<file path="src/rtl/fifo_protocol_monitor_if.sv">
// -----------------------------------------------------------------------------
// fifo_protocol_monitor_if
//   Bundles the signals exchanged between a multi-channel FIFO environment and
//   fifo_protocol_monitor.
//
//   Parameters : NCH   - number of monitored FIFO channels (1..32)
//                DEPTH - FIFO depth per channel (2..1024)
//                CNT_W - violation counter width
//   master     : drives enable, err_clr, push, pop, fifofull, fifoempty;
//                observes the monitor results.
//   slave      : the monitor itself; samples the FIFO signals, drives err_vec,
//                err_any, viol_count, first_valid, first_ch, first_code, occ.
// -----------------------------------------------------------------------------
interface fifo_protocol_monitor_if #(
  parameter int NCH   = 4,
  parameter int DEPTH = 16,
  parameter int CNT_W = 16
);
  localparam int OCC_W = $clog2(DEPTH + 1);
  localparam int CH_W  = (NCH > 1) ? $clog2(NCH) : 1;

  // FIFO side
  logic                   enable;
  logic                   err_clr;
  logic [NCH-1:0]         push;
  logic [NCH-1:0]         pop;
  logic [NCH-1:0]         fifofull;
  logic [NCH-1:0]         fifoempty;

  // Monitor results
  logic [NCH-1:0]         err_vec;
  logic                   err_any;
  logic [CNT_W-1:0]       viol_count;
  logic                   first_valid;
  logic [CH_W-1:0]        first_ch;
  logic [2:0]             first_code;
  logic [NCH*OCC_W-1:0]   occ;

  modport master (
    output enable, err_clr, push, pop, fifofull, fifoempty,
    input  err_vec, err_any, viol_count, first_valid, first_ch, first_code, occ
  );

  modport slave (
    input  enable, err_clr, push, pop, fifofull, fifoempty,
    output err_vec, err_any, viol_count, first_valid, first_ch, first_code, occ
  );
endinterface

</file>
<file path="src/rtl/fifo_protocol_monitor.sv">
// -----------------------------------------------------------------------------
// fifo_protocol_monitor
//   Watches NCH FIFO channels for protocol violations. Each channel keeps a
//   shadow occupancy built from accepted pushes/pops; the FIFO's own full and
//   empty flags are checked against it, and pushes into a full FIFO or pops
//   from an empty FIFO are flagged. Errors are sticky per channel, counted in
//   a saturating counter, and the first error (lowest channel wins on a tie)
//   is recorded with its full set of error types.
//
//   Ports:
//     clk      - sole clock, rising edge
//     reset_n  - asynchronous active-low reset
//     mon      - fifo_protocol_monitor_if.slave bundle:
//                in : enable, err_clr, push, pop, fifofull, fifoempty
//                out: err_vec, err_any, viol_count, first_valid, first_ch,
//                     first_code (bit0 overflow, bit1 underflow, bit2 flag
//                     mismatch), occ (channel i at [i*OCC_W +: OCC_W])
//   All outputs are registered: an error seen in cycle N shows up in N+1.
// -----------------------------------------------------------------------------
module fifo_protocol_monitor #(
  parameter int NCH   = 4,
  parameter int DEPTH = 16,
  parameter int CNT_W = 16
) (
  input  logic                   clk,
  input  logic                   reset_n,
  fifo_protocol_monitor_if.slave mon
);

  localparam int OCC_W = $clog2(DEPTH + 1);
  localparam int CH_W  = (NCH > 1) ? $clog2(NCH) : 1;
  // Wide enough to hold CNT_MAX plus up to 32 simultaneous channel errors.
  localparam int SUM_W = CNT_W + 6;

  localparam logic [OCC_W-1:0] OCC_FULL = OCC_W'(DEPTH);
  localparam logic [CNT_W-1:0] CNT_MAX  = '1;

  // ---------------------------------------------------------------------------
  // Per-channel checks and shadow occupancy
  // ---------------------------------------------------------------------------
  logic [OCC_W-1:0] occ_q [NCH];
  logic [OCC_W-1:0] occ_d [NCH];

  logic [NCH-1:0] ovf;        // push into a full FIFO without a matching pop
  logic [NCH-1:0] udf;        // pop from an empty FIFO
  logic [NCH-1:0] mis;        // FIFO flags disagree with shadow occupancy
  logic [NCH-1:0] err_now;    // channel in error this cycle (enable applied)
  logic [NCH-1:0] acc_push;
  logic [NCH-1:0] acc_pop;

  always_comb begin
    // NOTE: every variable written here gets a default first, so no path can
    // leave one unassigned and infer a latch.
    ovf      = '0;
    udf      = '0;
    mis      = '0;
    err_now  = '0;
    acc_push = '0;
    acc_pop  = '0;
    for (int i = 0; i < NCH; i++) begin
      occ_d[i] = occ_q[i];

      ovf[i] = mon.push[i] & ~mon.pop[i] & mon.fifofull[i];
      udf[i] = mon.pop[i] & mon.fifoempty[i];
      mis[i] = (mon.fifofull[i]  != (occ_q[i] == OCC_FULL)) |
               (mon.fifoempty[i] != (occ_q[i] == '0));
      err_now[i] = mon.enable & (ovf[i] | udf[i] | mis[i]);

      // A pop alongside a push to a full FIFO frees the slot, so the push
      // still goes in; a push to an empty FIFO still lands even when the
      // simultaneous pop underflows.
      acc_push[i] = mon.push[i] & ~(mon.fifofull[i] & ~mon.pop[i]);
      acc_pop[i]  = mon.pop[i] & ~mon.fifoempty[i];

      // Flags can lie, so the shadow count is clamped to 0..DEPTH.
      unique case ({acc_push[i], acc_pop[i]})
        2'b10:   occ_d[i] = (occ_q[i] >= OCC_FULL) ? OCC_FULL
                                                   : occ_q[i] + OCC_W'(1);
        2'b01:   occ_d[i] = (occ_q[i] == '0) ? '0 : occ_q[i] - OCC_W'(1);
        default: occ_d[i] = occ_q[i];
      endcase
    end
  end

  // ---------------------------------------------------------------------------
  // Error bookkeeping
  // ---------------------------------------------------------------------------
  logic [NCH-1:0]   err_vec_q,     err_vec_d;
  logic             err_any_q,     err_any_d;
  logic [CNT_W-1:0] viol_count_q,  viol_count_d;
  logic             first_valid_q, first_valid_d;
  logic [CH_W-1:0]  first_ch_q,    first_ch_d;
  logic [2:0]       first_code_q,  first_code_d;

  logic [5:0]       n_err;
  logic [SUM_W-1:0] cnt_sum;
  logic [CH_W-1:0]  low_ch;
  logic [2:0]       low_code;

  always_comb begin
    n_err    = '0;
    low_ch   = '0;
    low_code = '0;
    // Scanning downward lets the lowest erroring channel be the last writer.
    for (int i = NCH - 1; i >= 0; i--) begin
      n_err = n_err + 6'(err_now[i]);
      if (err_now[i]) begin
        low_ch   = CH_W'(i);
        low_code = {mis[i], udf[i], ovf[i]};
      end
    end

    // err_clr empties the state first; this cycle's errors are then applied
    // on top, so an error coincident with a clear is kept.
    err_vec_d     = mon.err_clr ? '0   : err_vec_q;
    viol_count_d  = mon.err_clr ? '0   : viol_count_q;
    first_valid_d = mon.err_clr ? 1'b0 : first_valid_q;
    first_ch_d    = mon.err_clr ? '0   : first_ch_q;
    first_code_d  = mon.err_clr ? '0   : first_code_q;

    err_vec_d = err_vec_d | err_now;

    cnt_sum      = SUM_W'(viol_count_d) + SUM_W'(n_err);
    viol_count_d = (cnt_sum > SUM_W'(CNT_MAX)) ? CNT_MAX : cnt_sum[CNT_W-1:0];

    if (!first_valid_d && (|err_now)) begin
      first_valid_d = 1'b1;
      first_ch_d    = low_ch;
      first_code_d  = low_code;
    end

    err_any_d = |err_vec_d;
  end

  // ---------------------------------------------------------------------------
  // State registers
  // ---------------------------------------------------------------------------
  always_ff @(posedge clk or negedge reset_n) begin
    if (!reset_n) begin
      // NOTE: the occupancy array is ordinary flop state that must read 0
      // straight out of reset, so it is reset like any other register rather
      // than treated as a RAM.
      for (int i = 0; i < NCH; i++) occ_q[i] <= '0;
      err_vec_q     <= '0;
      err_any_q     <= 1'b0;
      viol_count_q  <= '0;
      first_valid_q <= 1'b0;
      first_ch_q    <= '0;
      first_code_q  <= '0;
    end else begin
      // NOTE: non-blocking assignments so every register samples the values
      // from before this edge, independent of statement order.
      for (int i = 0; i < NCH; i++) occ_q[i] <= occ_d[i];
      err_vec_q     <= err_vec_d;
      err_any_q     <= err_any_d;
      viol_count_q  <= viol_count_d;
      first_valid_q <= first_valid_d;
      first_ch_q    <= first_ch_d;
      first_code_q  <= first_code_d;
    end
  end

  // ---------------------------------------------------------------------------
  // Outputs (straight from registers)
  // ---------------------------------------------------------------------------
  assign mon.err_vec     = err_vec_q;
  assign mon.err_any     = err_any_q;
  assign mon.viol_count  = viol_count_q;
  assign mon.first_valid = first_valid_q;
  assign mon.first_ch    = first_ch_q;
  assign mon.first_code  = first_code_q;

  for (genvar g = 0; g < NCH; g++) begin : g_occ
    assign mon.occ[g*OCC_W +: OCC_W] = occ_q[g];
  end

endmodule

</file>
<file path="src/flat_wrapper.sv">
// flat-port wrapper written by rule: the top's interface ports become plain ports
module fifo_protocol_monitor_flat 
#(
  parameter int NCH   = 4,
  parameter int DEPTH = 16,
  parameter int CNT_W = 16
)
  (clk, reset_n, mon_enable, mon_err_clr, mon_push, mon_pop, mon_fifofull, mon_fifoempty, mon_err_vec, mon_err_any, mon_viol_count, mon_first_valid, mon_first_ch, mon_first_code, mon_occ);
  fifo_protocol_monitor_if #(.NCH(NCH), .DEPTH(DEPTH), .CNT_W(CNT_W)) mon_i ();
  input  logic clk;
  input  logic reset_n;
  input wire logic [$bits(mon_i.enable)-1:0] mon_enable;
  input wire logic [$bits(mon_i.err_clr)-1:0] mon_err_clr;
  input wire logic [$bits(mon_i.push)-1:0] mon_push;
  input wire logic [$bits(mon_i.pop)-1:0] mon_pop;
  input wire logic [$bits(mon_i.fifofull)-1:0] mon_fifofull;
  input wire logic [$bits(mon_i.fifoempty)-1:0] mon_fifoempty;
  output wire logic [$bits(mon_i.err_vec)-1:0] mon_err_vec;
  output wire logic [$bits(mon_i.err_any)-1:0] mon_err_any;
  output wire logic [$bits(mon_i.viol_count)-1:0] mon_viol_count;
  output wire logic [$bits(mon_i.first_valid)-1:0] mon_first_valid;
  output wire logic [$bits(mon_i.first_ch)-1:0] mon_first_ch;
  output wire logic [$bits(mon_i.first_code)-1:0] mon_first_code;
  output wire logic [$bits(mon_i.occ)-1:0] mon_occ;
  assign mon_i.enable = mon_enable;
  assign mon_i.err_clr = mon_err_clr;
  assign mon_i.push = mon_push;
  assign mon_i.pop = mon_pop;
  assign mon_i.fifofull = mon_fifofull;
  assign mon_i.fifoempty = mon_fifoempty;
  assign mon_err_vec = mon_i.err_vec;
  assign mon_err_any = mon_i.err_any;
  assign mon_viol_count = mon_i.viol_count;
  assign mon_first_valid = mon_i.first_valid;
  assign mon_first_ch = mon_i.first_ch;
  assign mon_first_code = mon_i.first_code;
  assign mon_occ = mon_i.occ;
  fifo_protocol_monitor #(.NCH(NCH), .DEPTH(DEPTH), .CNT_W(CNT_W)) u_core (.clk(clk), .reset_n(reset_n), .mon(mon_i));
endmodule
</file>
<file path="config.mk">
export PLATFORM = sky130hd
export DESIGN_NAME = fifo_protocol_monitor_flat
export DESIGN_NICKNAME = d
export VERILOG_FILES = /design/src/rtl/fifo_protocol_monitor_if.sv /design/src/rtl/fifo_protocol_monitor.sv /design/src/flat_wrapper.sv
export SDC_FILE = /design/constraint.sdc
export NUM_CORES = 1
export LEC_CHECK = 0
export CAP_MARGIN = 20
export CORE_MARGIN = 2
export CORE_UTILIZATION = 53
export CTS_CLUSTER_DIAMETER = 150
export DETAILED_ROUTE_END_ITERATION = 12
export PLACE_DENSITY = 0.81
export RECOVER_POWER = 100
export SLEW_MARGIN = 20
export SYNTH_ARGS = -nofsm -noshare
export SYNTH_HDL_FRONTEND = slang
export SYNTH_SLANG_ARGS = --single-unit
</file>
<file path="constraint.sdc">
create_clock -name clk -period 6.8 [get_ports clk]
set_clock_uncertainty 0.2 [all_clocks]
set_input_delay 2.04 -clock clk [delete_from_list [all_inputs] [get_ports clk]]
set_output_delay 2.04 -clock clk [all_outputs]
set_load 0.01 [all_outputs]
</file>
==> metrics.txt, run 1 <==
CP max-delay cell=or4_1; Final Critical Period=6.31 ns; Post-route DRC=0; largest stage delay on the critical path=0.76 ns; Cells after Synth=397; core area=6350 um2; post-synthesis simple-gate area fraction=0.277; Final setup viols=0; clk_lat worst skew=0.31 ns; Final period util=0.928; Via-to-Cell Ratio=6.06; critical-path cell list=dlygate4sd3_1, nor2b_1, a32oi_1, nand3_1, ha_1, inv_1, fa_1, ha_1, inv_1, fa_1, nor2b_1, o2111ai_1, or4_1, nand3_1, o31a_1; P&R area growth vs syn=22.3%; failing checks=capacitance limit, slew limit; Synth top area share=0.337; chip width=85.1 um; area taken by flip-flops and latches=1180 um2; post_cts resized=0; Mapped Area=3490 um2; Mapped Nets=443; critical path peak fanout=15; Synth Area in Adders=0.0976; Final nets=502; data required time at the worst endpoint=6.86 ns; I/O Pins=67; mux contribution to synthesized area=0.0154; syn_area_per_cell=8.78 um2; routed length per instance=15.4 um; Clock Path Buffers=2; n_diodes=0; crit path capture type=flip-flop; Worst-Margin Slew=2.59 ns; ys async rst share=1.00; Root Buffer Master=clkbuf_8; Peak VDD IR=218 uV; Initial Util=0.549; clock slew seen by the registers of the worst setup and hold paths=0.10 ns; H-tree depth=2; post-route setup TNS=0 ns; CP Launch Type=primary input; number of global-route vias before repair=2,919; initial antenna violation count=0; Antenna Nets Post-Route=0; max_cap viols=1; Filler cells=509; CP startpoint=mon_fifofull[2]; Rel. slew slack=-0.724; Post-Route WL=8.21 mm; fmax=158 MHz; Pleak=1.90 nW; largest net degree at the start of global routing=48; status=finished, violations left; Buffers on Ports=66; biggest area consumer among synthesized cells=dfrtp_1; worst reg2reg startpoint=u_core.mon.occ[15]; DP HPWL=6.12 mm; Register-to-Register Path Depth=18; R2R Path End=u_core.mon.viol_count[15]; gr ovfl total=0; Seq cells post-synth=47; Final Core Density=0.672; R2R setup slack=1.60 ns; Crit Path Class=primary input to flip-flop; setup bufs post-CTS=0; power per cell area=309 nW/um2; sequential area share after synthesis=0.337; area of the multi-input gates=2120 um2; DRT iter0 DRCs=197; CTS Hold Bufs=0; CTS buffer count=5; Slew Viols, Final=48; clock sinks=47; ys flop type=dfrtp_1; FP Rows=29; Hold Fails Final Rpt=0; main combinational cell family by area after synthesis=simple AND/OR/NAND/NOR gates; xor/xnor share of the synthesized area=0.0226; global-route usage over all layers=0.228; Die H=85.1 um; CTS tree=done; Tot Pwr=1.32 mW; share of layout cells above drive strength 1=0.0547; CP endpoint=u_core.mon.viol_count[15]; EDFF count, synth=0; Worst Path Arrival=6.37 ns; Pre-antenna DRT Iters=5; via count=3,235; complex-gate fraction of the synthesized area=0.198; Hold Path Class=flip-flop to flip-flop; ranking of synthesized cells by area=dfrtp_1 34%, ha_1 8.6%, o31ai_1 4.5%; RSZ-0062 raised after global routing=no; GPL Wtd Cong=0.882; hold_ws=0.311 ns; Cell variety after synth=68; Synth warnings=0; Total Die Area=7240 um2; first-pass GRT wire length=13.6 mm
[metrics by stage]
stage / setup slack, ns / cell area (um2) / cells
final: 0.489 / 4260 / 534
after global routing: 0.191 / 4260 / 534
after CTS: 0.580 / 4280 / 534
after detailed placement: 0.286 / 4160 / 526
after global placement: 0.410 / 4160 / 526
after floorplan: 1.15 / 3490 / 397
[cells by family (layout without fill, tap and decap cells)]
group	after synthesis	in the layout
xor gates and xnor gates	9	9
muxes	5	5
adders and majority gates	26	26
buffers and inverters	40	100
DFF	47	47
and+or+nand+nor	174	174
AOI/OAI and AO/OA	96	96
[Yosys cell counts, types with 3 or more instances]
cell,instances
nor2_1,31
a32oi_1,3
dfrtp_1,47
xnor2_1,7
nor2b_1,15
nor4b_1,5
inv_1,23
ha_1,24
nor3_1,15
nand3_1,13
nand2b_1,5
and2_1,3
o31ai_1,21
nand4_1,8
nand3b_1,4
nor4_1,3
nand2_1,40
a21o_1,4
a211oi_1,6
and3_1,3
a22oi_1,7
or4_1,3
mux2i_1,4
clkbuf_1,12
a21oi_1,14
nand4b_1,5
o21ai_0,19
[worst min path at each step]
stage	cells past startpoint	to	slack, ns	start
final	2	u_core.mon.err_vec[3]	0.31	u_core.mon.err_vec[3]
after global placement	2	u_core.mon.err_vec[3]	0.30	u_core.mon.err_vec[3]
after CTS	2	u_core.mon.err_vec[3]	0.33	u_core.mon.err_vec[3]
after detailed placement	2	u_core.mon.err_vec[3]	0.30	u_core.mon.err_vec[3]
after floorplan	1	u_core.mon.err_vec[1]	0.33	u_core.mon.err_vec[1]
after global routing	2	u_core.mon.err_vec[3]	0.34	u_core.mon.err_vec[3]
[cells in the final DEF, fill, tap and decap left out, drive strengths merged, types with 6 or more instances in the layout]
cell type,instances
inv,24
ha,24
a211oi,6
o31ai,21
a22oi,8
nand3,13
nor2b,15
nand4,8
dfrtp,47
xnor2,7
dlygate4sd3,52
a21oi,14
o21ai,19
clkbuf,7
nor3,15
nand2,40
clkdlybuf4s50,13
nor2,31
[final cells by class]
| type | count | area share |
|---|---|---|
| clock buffer | 5 | 0.0161 |
| clock inverter | 3 | 0.0112 |
| inverter | 24 | 0.0211 |
| multi-input combinational | 310 | 0.497 |
| sequential | 47 | 0.276 |
| tap | 77 | 0.0226 |
| timing repair buffer | 68 | 0.156 |
[sequential cells by signal, summed over array words and instances, names as in the netlist]
name / count
u_core.mon.occ: 20
u_core.mon.viol_count: 16
u_core.mon.first_valid: 1
u_core.mon.first_ch: 2
u_core.mon.err_vec: 4
u_core.mon.first_code: 3
u_core.mon.err_any: 1
[per-layer routing]
| layer | track usage | wire length, um | vias to the layer above |
|---|---|---|---|
| met5 | 0 | 0 | - |
| met4 | 0.0577 | 130 | 0 |
| met3 | 0.0447 | 442 | 11 |
| met2 | 0.358 | 3790 | 109 |
| met1 | 0.326 | 3850 | 1532 |
| li1 | - | - | 1583 |
[critical path, delay by kind of cell]
kind,cells,cell delay [ns]
adder cells (fa/ha/maj),4,1.43
AO/OA/AOI/OAI,3,0.63
AND/OR/NAND/NOR,5,1.56
buffers and inverters,3,0.69
[report_power, final]
group          switching, mW  internal (mW)
Clock                  0.106          0.112
Combinational          0.324          0.302
Sequential             0.118          0.355
Total                  0.548          0.769
(Power assumes the default switching activity.)
==> run 2: changes to the inputs <==
--- a/config.mk
+++ b/config.mk
@@ -6,11 +6,13 @@
 export NUM_CORES = 1
 export LEC_CHECK = 0
 export CAP_MARGIN = 20
+export CELL_PAD_IN_SITES_DETAIL_PLACEMENT = 0
+export CELL_PAD_IN_SITES_GLOBAL_PLACEMENT = 1
 export CORE_MARGIN = 2
-export CORE_UTILIZATION = 53
+export CORE_UTILIZATION = 43
 export CTS_CLUSTER_DIAMETER = 150
 export DETAILED_ROUTE_END_ITERATION = 12
-export PLACE_DENSITY = 0.81
+export PLACE_DENSITY_LB_ADDON = 0.1
 export RECOVER_POWER = 100
 export SLEW_MARGIN = 20
 export SYNTH_ARGS = -nofsm -noshare
==> constraint.sdc (replaced) <==
create_clock -name clk -period 7.76 [get_ports clk]
set_clock_uncertainty 0.2 [all_clocks]
set_input_delay 2.328 -clock clk [delete_from_list [all_inputs] [get_ports clk]]
set_output_delay 2.328 -clock clk [all_outputs]
set_load 0.01 [all_outputs]
==> run 2 against run 1 <==
Compared with the run above:
- the run still ends with capacitance limit, slew limit left
- worst hold slack worse by 0.00084 ns
- power decreased by 15%
- routed wire length rose by 0.54%
- largest cell class unchanged
- largest power group unchanged
==> metrics.txt, run 2 (synthesis gave the netlist of run 1 again) <==
P&R area growth vs syn=22.5%; WL met1=3.96 mm; post_cts resized=0; Final Non-Filler Cells=559; Die H=94.0 um; Slew Viols, Final=48; Rel. slew slack=-0.745; post-route setup TNS=0 ns; DP HPWL=6.21 mm; max_cap viols=1; critical path peak fanout=15; Hold Fails Final Rpt=0; Highest Signal Layer=met4; n_diodes=0; share of layout cells above drive strength 1=0.0547; RSZ-0062 raised after global routing=no; CTS buffer count=5; Final nets=502; dpl cells=551; chip width=94.0 um; Peak VDD IR=133 uV; failing checks=capacitance limit, slew limit; Hold Path Origin=u_core.mon.err_vec[1]; met3 wire length=397 um; Initial Util=0.446; FP Rows=32; crit path capture type=flip-flop; WHS Path Cells=1; number of global-route vias before repair=3,111; Final setup viols=0; CP Launch Type=primary input; power per cell area=264 nW/um2; first-pass GRT wire length=14.4 mm; Final WS setup=0.974 ns; clock sinks=47; worst reg2reg startpoint=u_core.mon.occ[15]; DRT iter0 DRCs=144; Crit Path Class=primary input to flip-flop; initial antenna violation count=0; Via-to-Cell Ratio=5.76; largest net degree at the start of global routing=48; data required time at the worst endpoint=7.81 ns; Register-to-Register Path Depth=18; Final Critical Period=6.79 ns; area of the multi-input gates=2100 um2; area taken by flip-flops and latches=1180 um2; I/O Pins=67; Post-route DRC=0; status=finished, violations left; core area=7810 um2; routed length per instance=14.8 um; clock slew seen by the registers of the worst setup and hold paths=0.09 ns; Hold Path Class=flip-flop to flip-flop; R2R setup slack=2.36 ns; Worst Path Arrival=6.83 ns; clk_lat worst skew=0.30 ns; GPL Wtd Cong=0.867; Pleak=1.89 nW; metal2 WL=3.83 mm; Buffers on Ports=66; H-tree depth=2; CTS tree=done; via count=3,218; setup bufs post-CTS=0; most common cell after layout, fill and taps aside=dlygate4sd3_1; Pre-antenna DRT Iters=4; Post-Route WL=8.26 mm; Largest register FFs=20; Clock Path Buffers=2; Tot Pwr=1.12 mW; most frequent cells in the layout=54 x dlygate4sd3_1, 47 x dfrtp_1, 40 x nand2_1; CTS Hold Bufs=0; Root Buffer Master=clkbuf_8; R2R Path End=u_core.mon.viol_count[15]; Antenna Nets Post-Route=0; gr ovfl total=0; Hold Crit Endpoint=u_core.mon.err_vec[1]; Final period util=0.875; Total Die Area=8840 um2; global-route usage over all layers=0.199; pre-CTS setup slack=0.720 ns; Filler cells=762; Worst-Margin Slew=2.62 ns; fmax=147 MHz
==> run 2: area by class of cell <==
| cell class | count | share of cell area |
|---|---|---|
| Inverter | 24 | 0.0211 |
| Timing Repair Buffer | 68 | 0.156 |
| Tap cell | 102 | 0.0299 |
| Clock buffer | 7 | 0.0226 |
| Sequential cell | 47 | 0.275 |
| Clock inverter | 1 | 0.00176 |
| Multi-Input combinational cell | 310 | 0.493 |
==> run 2: how the worst max path moves through the flow <==
stage | startpoint | endpoint
after floorplan | mon_fifofull[2] | u_core.mon.viol_count[10]
after global placement | mon_fifofull[2] | u_core.mon.viol_count[15]
after detailed placement | mon_fifoempty[3] | u_core.mon.viol_count[15]
after CTS | mon_fifoempty[3] | u_core.mon.viol_count[15]
after global routing | mon_fifoempty[3] | u_core.mon.viol_count[15]
final | mon_fifoempty[3] | u_core.mon.viol_count[15]
==> run 2: report_power, final <==
| part | internal [mW] | switching, mW | leakage (nW) | total, mW |
|---|---|---|---|---|
| clock | 0.0813 | 0.0888 | 0.0505 | 0.170 |
| combinational | 0.263 | 0.276 | 1.24 | 0.539 |
| sequential | 0.311 | 0.105 | 0.599 | 0.416 |
==> run 2: critical path, cell delays in order <==
cell	delay, ns
dlygate4sd3_1	0.66
nor4b_1	0.09
a211oi_1	0.32
o211ai_1	0.15
nand2_1	0.18
inv_1	0.09
ha_1	0.29
inv_1	0.05
fa_1	0.35
ha_1	0.30
inv_1	0.06
fa_1	0.43
nor2b_1	0.18
o2111ai_1	0.24
or4_1	0.79
nand3_1	0.18
o31a_1	0.13
==> run 2: per-layer routing <==
metal / GRT usage / vias to the layer above
met5: 0 / -
met4: 0.0411 / 0
met3: 0.0337 / 6
met2: 0.321 / 77
met1: 0.281 / 1553
li1: - / 1582
==> run 2: per-stage QoR <==
stage | cell area (um2) | hold slack, ns | util
2_1_floorplan | 3490 | 0.330 | -
3_3_place_gp | 4190 | 0.306 | 0.537
3_5_place_dp | 4190 | 0.299 | 0.537
4_1_cts | 4300 | 0.321 | 0.550
5_1_grt | 4270 | 0.358 | 0.547
6_report | 4270 | 0.311 | 0.547
